$ cat src/rtl/rf_port_sequencer.sv
// Operand-fetch sequencer: time-shares one combinational RF read port between rs1 and rs2,
// drives the RF write port from write-back, and keeps held operands coherent until consumed.
module rf_port_sequencer #(
  parameter int unsigned DATA_WIDTH = 32,
  parameter int unsigned ADDR_WIDTH = 5
) (
  input  logic                  clk,
  input  logic                  rst_n,
  input  logic                  req_valid,
  output logic                  req_ready,
  input  logic [ADDR_WIDTH-1:0] req_rs1,
  input  logic [ADDR_WIDTH-1:0] req_rs2,
  input  logic                  req_use_rs2,
  output logic                  resp_valid,
  input  logic                  resp_ready,
  output logic [DATA_WIDTH-1:0] resp_op1,
  output logic [DATA_WIDTH-1:0] resp_op2,
  input  logic                  wb_valid,
  input  logic [ADDR_WIDTH-1:0] wb_addr,
  input  logic [DATA_WIDTH-1:0] wb_data,
  output logic [ADDR_WIDTH-1:0] rf_rd_addr,
  output logic [DATA_WIDTH-1:0] rf_rd_data,
  output logic [ADDR_WIDTH-1:0] rf_rs1_addr,
  input  logic [DATA_WIDTH-1:0] rf_rs1_data,
  output logic                  busy
);

  localparam int unsigned DW = DATA_WIDTH;
  localparam int unsigned AW = ADDR_WIDTH;

  typedef enum logic [1:0] {
    S_IDLE = 2'd0,
    S_RD1  = 2'd1,
    S_RD2  = 2'd2,
    S_RESP = 2'd3
  } state_t;

  state_t          r_state;
  state_t          w_state_nxt;
  logic [DW-1:0]   r_op1;
  logic [DW-1:0]   r_op2;
  logic [AW-1:0]   r_rs1_q;
  logic [AW-1:0]   r_rs2_q;
  logic            r_use2_q;
  logic [DW-1:0]   w_op1_nxt;
  logic [DW-1:0]   w_op2_nxt;
  logic [AW-1:0]   w_rs1_q_nxt;
  logic [AW-1:0]   w_rs2_q_nxt;
  logic            w_use2_q_nxt;
  logic [AW-1:0]   w_rs1_addr;
  logic            w_wb_hit1;
  logic            w_wb_hit2;
  logic [DW-1:0]   w_fwd1;
  logic [DW-1:0]   w_fwd2;

  // Idle write cycles are steered to x0, which the register file never stores.
  assign rf_rd_addr = wb_valid ? wb_addr : '0;
  assign rf_rd_data = wb_valid ? wb_data : '0;

  // A write-back to a held source register (never x0) lands on the same edge as the read.
  assign w_wb_hit1 = wb_valid && (wb_addr == r_rs1_q) && (r_rs1_q != '0);
  assign w_wb_hit2 = wb_valid && (wb_addr == r_rs2_q) && (r_rs2_q != '0);
  assign w_fwd1    = w_wb_hit1 ? wb_data : rf_rs1_data;
  assign w_fwd2    = w_wb_hit2 ? wb_data : rf_rs1_data;

  always_ff @(posedge clk or negedge rst_n) begin
    if (!rst_n) begin
      r_state  <= S_IDLE;
      r_op1    <= '0;
      r_op2    <= '0;
      r_rs1_q  <= '0;
      r_rs2_q  <= '0;
      r_use2_q <= 1'b0;
    end else begin
      r_state  <= w_state_nxt;
      r_op1    <= w_op1_nxt;
      r_op2    <= w_op2_nxt;
      r_rs1_q  <= w_rs1_q_nxt;
      r_rs2_q  <= w_rs2_q_nxt;
      r_use2_q <= w_use2_q_nxt;
    end
  end

  always_comb begin
    w_state_nxt  = r_state;
    w_op1_nxt    = r_op1;
    w_op2_nxt    = r_op2;
    w_rs1_q_nxt  = r_rs1_q;
    w_rs2_q_nxt  = r_rs2_q;
    w_use2_q_nxt = r_use2_q;
    w_rs1_addr   = '0;
    case (r_state)
      S_IDLE: begin
        if (req_valid) begin
          w_rs1_q_nxt  = req_rs1;
          w_rs2_q_nxt  = req_rs2;
          w_use2_q_nxt = req_use_rs2;
          w_state_nxt  = S_RD1;
        end
      end
      S_RD1: begin
        w_rs1_addr = r_rs1_q;
        w_op1_nxt  = w_fwd1;
        if (r_use2_q) begin
          w_state_nxt = S_RD2;
        end else begin
          w_op2_nxt   = '0;
          w_state_nxt = S_RESP;
        end
      end
      S_RD2: begin
        w_rs1_addr  = r_rs2_q;
        w_op2_nxt   = w_fwd2;
        if (w_wb_hit1) w_op1_nxt = wb_data;
        w_state_nxt = S_RESP;
      end
      S_RESP: begin
        // Keep held operands current, including on the handshake edge.
        if (w_wb_hit1) w_op1_nxt = wb_data;
        if (r_use2_q && w_wb_hit2) w_op2_nxt = wb_data;
        if (resp_ready) w_state_nxt = S_IDLE;
      end
      default: w_state_nxt = S_IDLE;
    endcase
  end

  assign rf_rs1_addr = w_rs1_addr;
  assign req_ready   = (r_state == S_IDLE);
  assign busy        = (r_state != S_IDLE);
  assign resp_valid  = (r_state == S_RESP);
  assign resp_op1    = r_op1;
  assign resp_op2    = r_op2;

endmodule

$ cat config.mk
export PLATFORM = sky130hd
export DESIGN_NAME = rf_port_sequencer
export DESIGN_NICKNAME = d
export VERILOG_FILES = /design/src/rtl/rf_port_sequencer.sv
export SDC_FILE = /design/constraint.sdc
export NUM_CORES = 1
export LEC_CHECK = 0
export ABC_AREA = 1
export BUFFER_PORTS_ARGS = -buffer_cell sky130_fd_sc_hd__buf_2
export CAP_MARGIN = 20
export CORE_MARGIN = 3
export CORE_UTILIZATION = 45
export DETAILED_ROUTE_END_ITERATION = 8
export GPL_ROUTABILITY_DRIVEN = 0
export PLACE_DENSITY = 0.74
export SLEW_MARGIN = 25
export SYNTH_ARGS = -nofsm -noshare
export SYNTH_HDL_FRONTEND = slang
export SYNTH_SLANG_ARGS = --single-unit
$ cat constraint.sdc
create_clock -name clk -period 4.5 [get_ports clk]
set_input_delay 0.675 -clock clk [delete_from_list [all_inputs] [get_ports clk]]
set_output_delay 0.675 -clock clk [all_outputs]
set_load 0.01 [all_outputs]
* After elaboration in Yosys (flattened, before gate mapping) *
Cells that the tools add are included.

operators by class
  muxes and demuxes = 14
  reductions and logical operators = 16
  equal/unequal tests = 10

operators by type and width
  kind                                            count
  2-to-1 mux 32 bit                               6
  case mux 32 bit (3 select lines)                1
  case mux 32 bit (2 select lines)                1
  == test 5 bit                                   2
  case mux 5 bit (2 select lines)                 1
  nonzero test 5 bit                              2
  case mux 2 bit (4 select lines)                 1
  != test 2 x 1 -> 1 bit (second input constant)  3
  AND reduction 2 bit                             3
  logical AND 1 bit                               5
  2-to-1 mux 5 bit                                1
  == test 2 bit (second input constant)           2
  2-to-1 mux 2 bit                                2
  != test 2 bit (second input constant)           2
  nonzero test 2 bit                              2
  AND reduction 3 bit                             1
  nonzero test 3 bit                              1
  == test 2 x 1 -> 1 bit (second input constant)  1
  logical NOT 2 bit                               1
  OR reduction 2 bit                              1
  2-to-1 mux 1 bit                                1

word-level totals
  output and inout port bits = 109
  input bits = 85
  register bits after elaboration = 77

* Depth between registers and ports, before layout *
  depth after elaboration = 6
  mapped depth = 12
  gate-level depth less buffers = 11

* Worst setup path after synthesis *
OpenSTA, ideal clock, no wires.

  path kind = reg2out
  from = register r_state[0]
  to = output rf_rs1_addr[3]
  setup slack = 2307 ps
  cell stages (with the launch flop) = 7
  arrival = 1518 ps
  required time = 3825 ps
  path through = dfrtp_1 > inv_1 > ha_1 > clkbuf_1 > buf_1 > nand2_1 > a21oi_1

on the way
  cells in the longest elaborated chain, start to end = 2
  elaborated cells on any way between the ends = 3
  classes of those cells = eq/ne: 2; mux: 1

ends and longest elaborated chain
  what                                                            RTL line  source
  start: declaration                                              38        state_t r_state;
  start signal: assignment                                        75        r_state <= w_state_nxt;
  == test 2 bit / == test 2 x 1 -> 1 bit (equally long branches)  92        case (r_state)
  case mux 5 bit (2 select lines) (*)                             92
  end: declaration                                                23        output logic [ADDR_WIDTH-1:0] rf_rs1_addr,

Mark *: on every way between the ends. The rest lies on a longest branch, timed or not.

* Worst setup path after layout *
  from = register r_state[1]
  to = register r_op1[20], in the netlist resp_op1[20]

on the way
  cells in the longest elaborated chain, start to end = 4
  elaborated cells on any way between the ends = 8
  classes of those cells = eq/ne: 4; mux: 1; reduce/logical: 3

ends and longest elaborated chain
  what                                                                                  RTL line  source
  == test 2 bit                                                                         92
  OR reduction 2 bit (no source line)                                                   -
  != test 2 x 1 -> 1 bit (no source line) / nonzero test 2 bit (equally long branches)  -
  AND reduction 2 bit (no source line)                                                  -
  end signal: assignment                                                                76        r_op1 <= w_op1_nxt;
  end: declaration                                                                      40        logic [DW-1:0] r_op1;

Several ways; a longest one is shown, not always the timed one.
A chain may end at the register's enable or synchronous reset.

==> run metrics <==
Tot Pwr 3.983 mW; Synth area leader dfrtp_1; Setup TNS Final 0 ns; I/O Buffers ~190; Gate power share 0.564; drt pass-1 iters 4; Critical Path, Cell by Cell ha_2, nor2_4, nand2_1, buf_4, nand2_1, nand3_1, nand2_1; Worst Slack Setup Final between 1 and 1.5 ns; RSZ-0062 raised after global routing no; top-count cell post-synth nand2_1; Routed WL between 15000 and 20000 µm; Hold Path Class in2async; Clk pwr share 0.135; P_sw around 1.9 mW; initial antenna violation count 0; Seq pwr share 0.300; vias after detailed routing 5399; DP Cell Count 1077; status finished, final reports clean; Initial DRC Count 302; cell internal pwr slightly above 2 mW; Max Cap Viol 0; Post-synth EDFFs 0; leakage 3.967 nW; total track usage 0.2455; Worst-path clk slew 0.08 ns; Setup-failing EPs final 0; Post-CTS Hold Fix Bufs 0; Post-CTS Setup Bufs 0; #FFs+latches synth 77; fin util 0.5868; Syn Inst Count 785; GR Layer Usage met2 0.4033; Most Crowded Layer GR met2; Ports 194; Avg Cell Area, Syn 6.412 µm²; WL per Instance ~14 µm; H-tree levels 3; Cell Area, Synth about 5000 µm²; fill count 1050; Layout Nets about 1000; final hold violation count 0; first-pass GRT wire length between 20000 and 30000 µm; kind of critical path reg2reg; Num CTS Buffers 9; share of cells above drive strength 1 0.2487; Clock Skew 0.01511 ns; Worst setup endpoint resp_op1[20]; Routed Antenna Nets 0; reg2reg end resp_op1[20]; worst rel slew slack 0.3952; Async SR Flop Fraction 1.000; Synth Warn # 0; fmax 327.1 MHz; Slew @ Worst Pin 0.9052 ns; post-DP HPWL between 10000 and 15000 µm; Hold Slack 0.2576 ns; die footprint 12490 µm²; CTS sink count slightly below 80; Post-Layout Cell Count around 1100; Synth cell types 26; Syn Nets 874; Pins Over Slew Limit 0; sw frac 0.4887; VDD IR-drop max 0.0004979 V; CTS tree done; Post-CTS Resized 0; Reg2Reg Depth 7; Synth top cells by count nand2_1 (328), nand3_1 (131), inv_1 (116), dfrtp_1 (77), o21ai_0 (35); WP data arrival ~3.4 ns; CTS Root Cell clkbuf_8; Design Area, Final roughly 6200 µm²; initial core utilization 0.4748; CTS max path bufs 2; Tmin final 3.057 ns; top cells by area, synth dfrtp_1 (38%), nand2_1 (24%), nand3_1 (13%); residual DRC count 0; crit-path max FO 37; vias in the first global route just over 5000; Worst path most repeated cell nand2_1; FF-to-FF Start r_state[1]; Post-Place Worst Slack 1.459 ns; grt met1 use 0.3268; highest-delay cell along the critical path nor2_4; gr ovfl total 0; prevailing post-synth register cell dfrtp_1; worst path required time between 4 and 5 ns; die span in x 111.8 µm; Via-to-Cell Ratio 4.940; crit path from r_state[1]; largest net degree at the start of global routing 43; Worst R2R Setup Slack 1.44 ns; top cell type's share of synthesized area 0.3828; Cell Area, Placed ~6000 µm²; CP endpoint kind flop; clk_lat worst skew ~0.36 ns; CP Launch Type flop; # rows 37; PwrDens 640.3 nW/µm²; Final period util 0.6794; DIE HEIGHT 111.8 µm; met3 Use GR 0.05707; core area roughly 11000 µm²; register area share after synthesis 0.3828; ant diodes 0; Syn-to-layout area delta 23.59%; CP peak stage delay 0.76 ns
-- kinds of logic (layout without fill, tap and decap cells) --
logic type,Yosys count,after routing,share of synthesized area
compound gates,51,51,0.05394
simple gates,479,479,0.4014
flops,77,77,0.3828
fa+ha+maj,4,4,0.009943
mux,5,5,0.01118
xor+xnor,3,3,0.005221
buf+inv,166,338,0.1355
-- critical path, delay by kind of cell, from the launching register on --
family	cells	cell delay, ns
buffers and inverters	1	0.39
adder cells (fa/ha/maj)	1	0.47
flip-flops	1	0.45
AND/OR/NAND/NOR	5	1.66
-- cell type report --
| cell class | instances | area [µm²] | area share |
|---|---|---|---|
| Inverter | 120 | 450.4 | 0.07241 |
| Tap cell | 136 | 170.2 | 0.02735 |
| Sequential cell | 77 | 1927 | 0.3097 |
| Timing Repair Buffer | 202 | 1036 | 0.1665 |
| Clock buffer | 10 | 137.6 | 0.02212 |
| Multi-Input combinational cell | 542 | 2437 | 0.3918 |
| Clock inverter | 6 | 62.56 | 0.01006 |
-- worst min path at each step --
stage / from / cells past startpoint / to
6_report: rst_n / 1 / resp_op1[10]
5_1_grt: rst_n / 1 / resp_op1[10]
4_1_cts: rst_n / 1 / resp_op1[10]
3_5_place_dp: resp_op2[9] / 2 / resp_op2[9]
3_3_place_gp: resp_op2[15] / 2 / resp_op2[15]
2_1_floorplan: rst_n / 0 / r_rs1_q[0]
-- layer usage --
layer | wire (µm) | up-vias
met5 | 0 | -
met4 | 157 | 0
met3 | 1319 | 16
met2 | 7219 | 238
met1 | 6722 | 2411
li1 | - | 2734
-- power groups by stage --
stage / clock network, mW / registers (mW) / logic, mW
CTS: 0.550 / 1.20 / 2.26
global route: 0.580 / 1.23 / 2.53
global placement: 0 / 1.20 / 2.21
floorplan: 0 / 1.30 / 1.48
detailed placement: 0 / 1.20 / 2.25
finish: 0.538 / 1.20 / 2.25
-- cells in the final DEF, fill, tap and decap left out, types with 3 or more instances in the layout --
master    instances
a21oi_1          13
clkbuf_8         10
dfrtp_1          77
mux2_2            5
nand2_1         328
nand3_1         131
inv_1           116
clkinv_2          3
buf_2           192
inv_2             3
xnor2_1           3
buf_4            10
nor2_1           10
o21ai_0          35
-- registers in the layout, summed over array words and instances, names as in the netlist --
| name | count |
|---|---|
| r_rs1_q | 5 |
| resp_op2 | 32 |
| r_use2_q | 1 |
| r_state | 2 |
| resp_op1 | 32 |
| r_rs2_q | 5 |
Power figures use the tool's default switching activity.
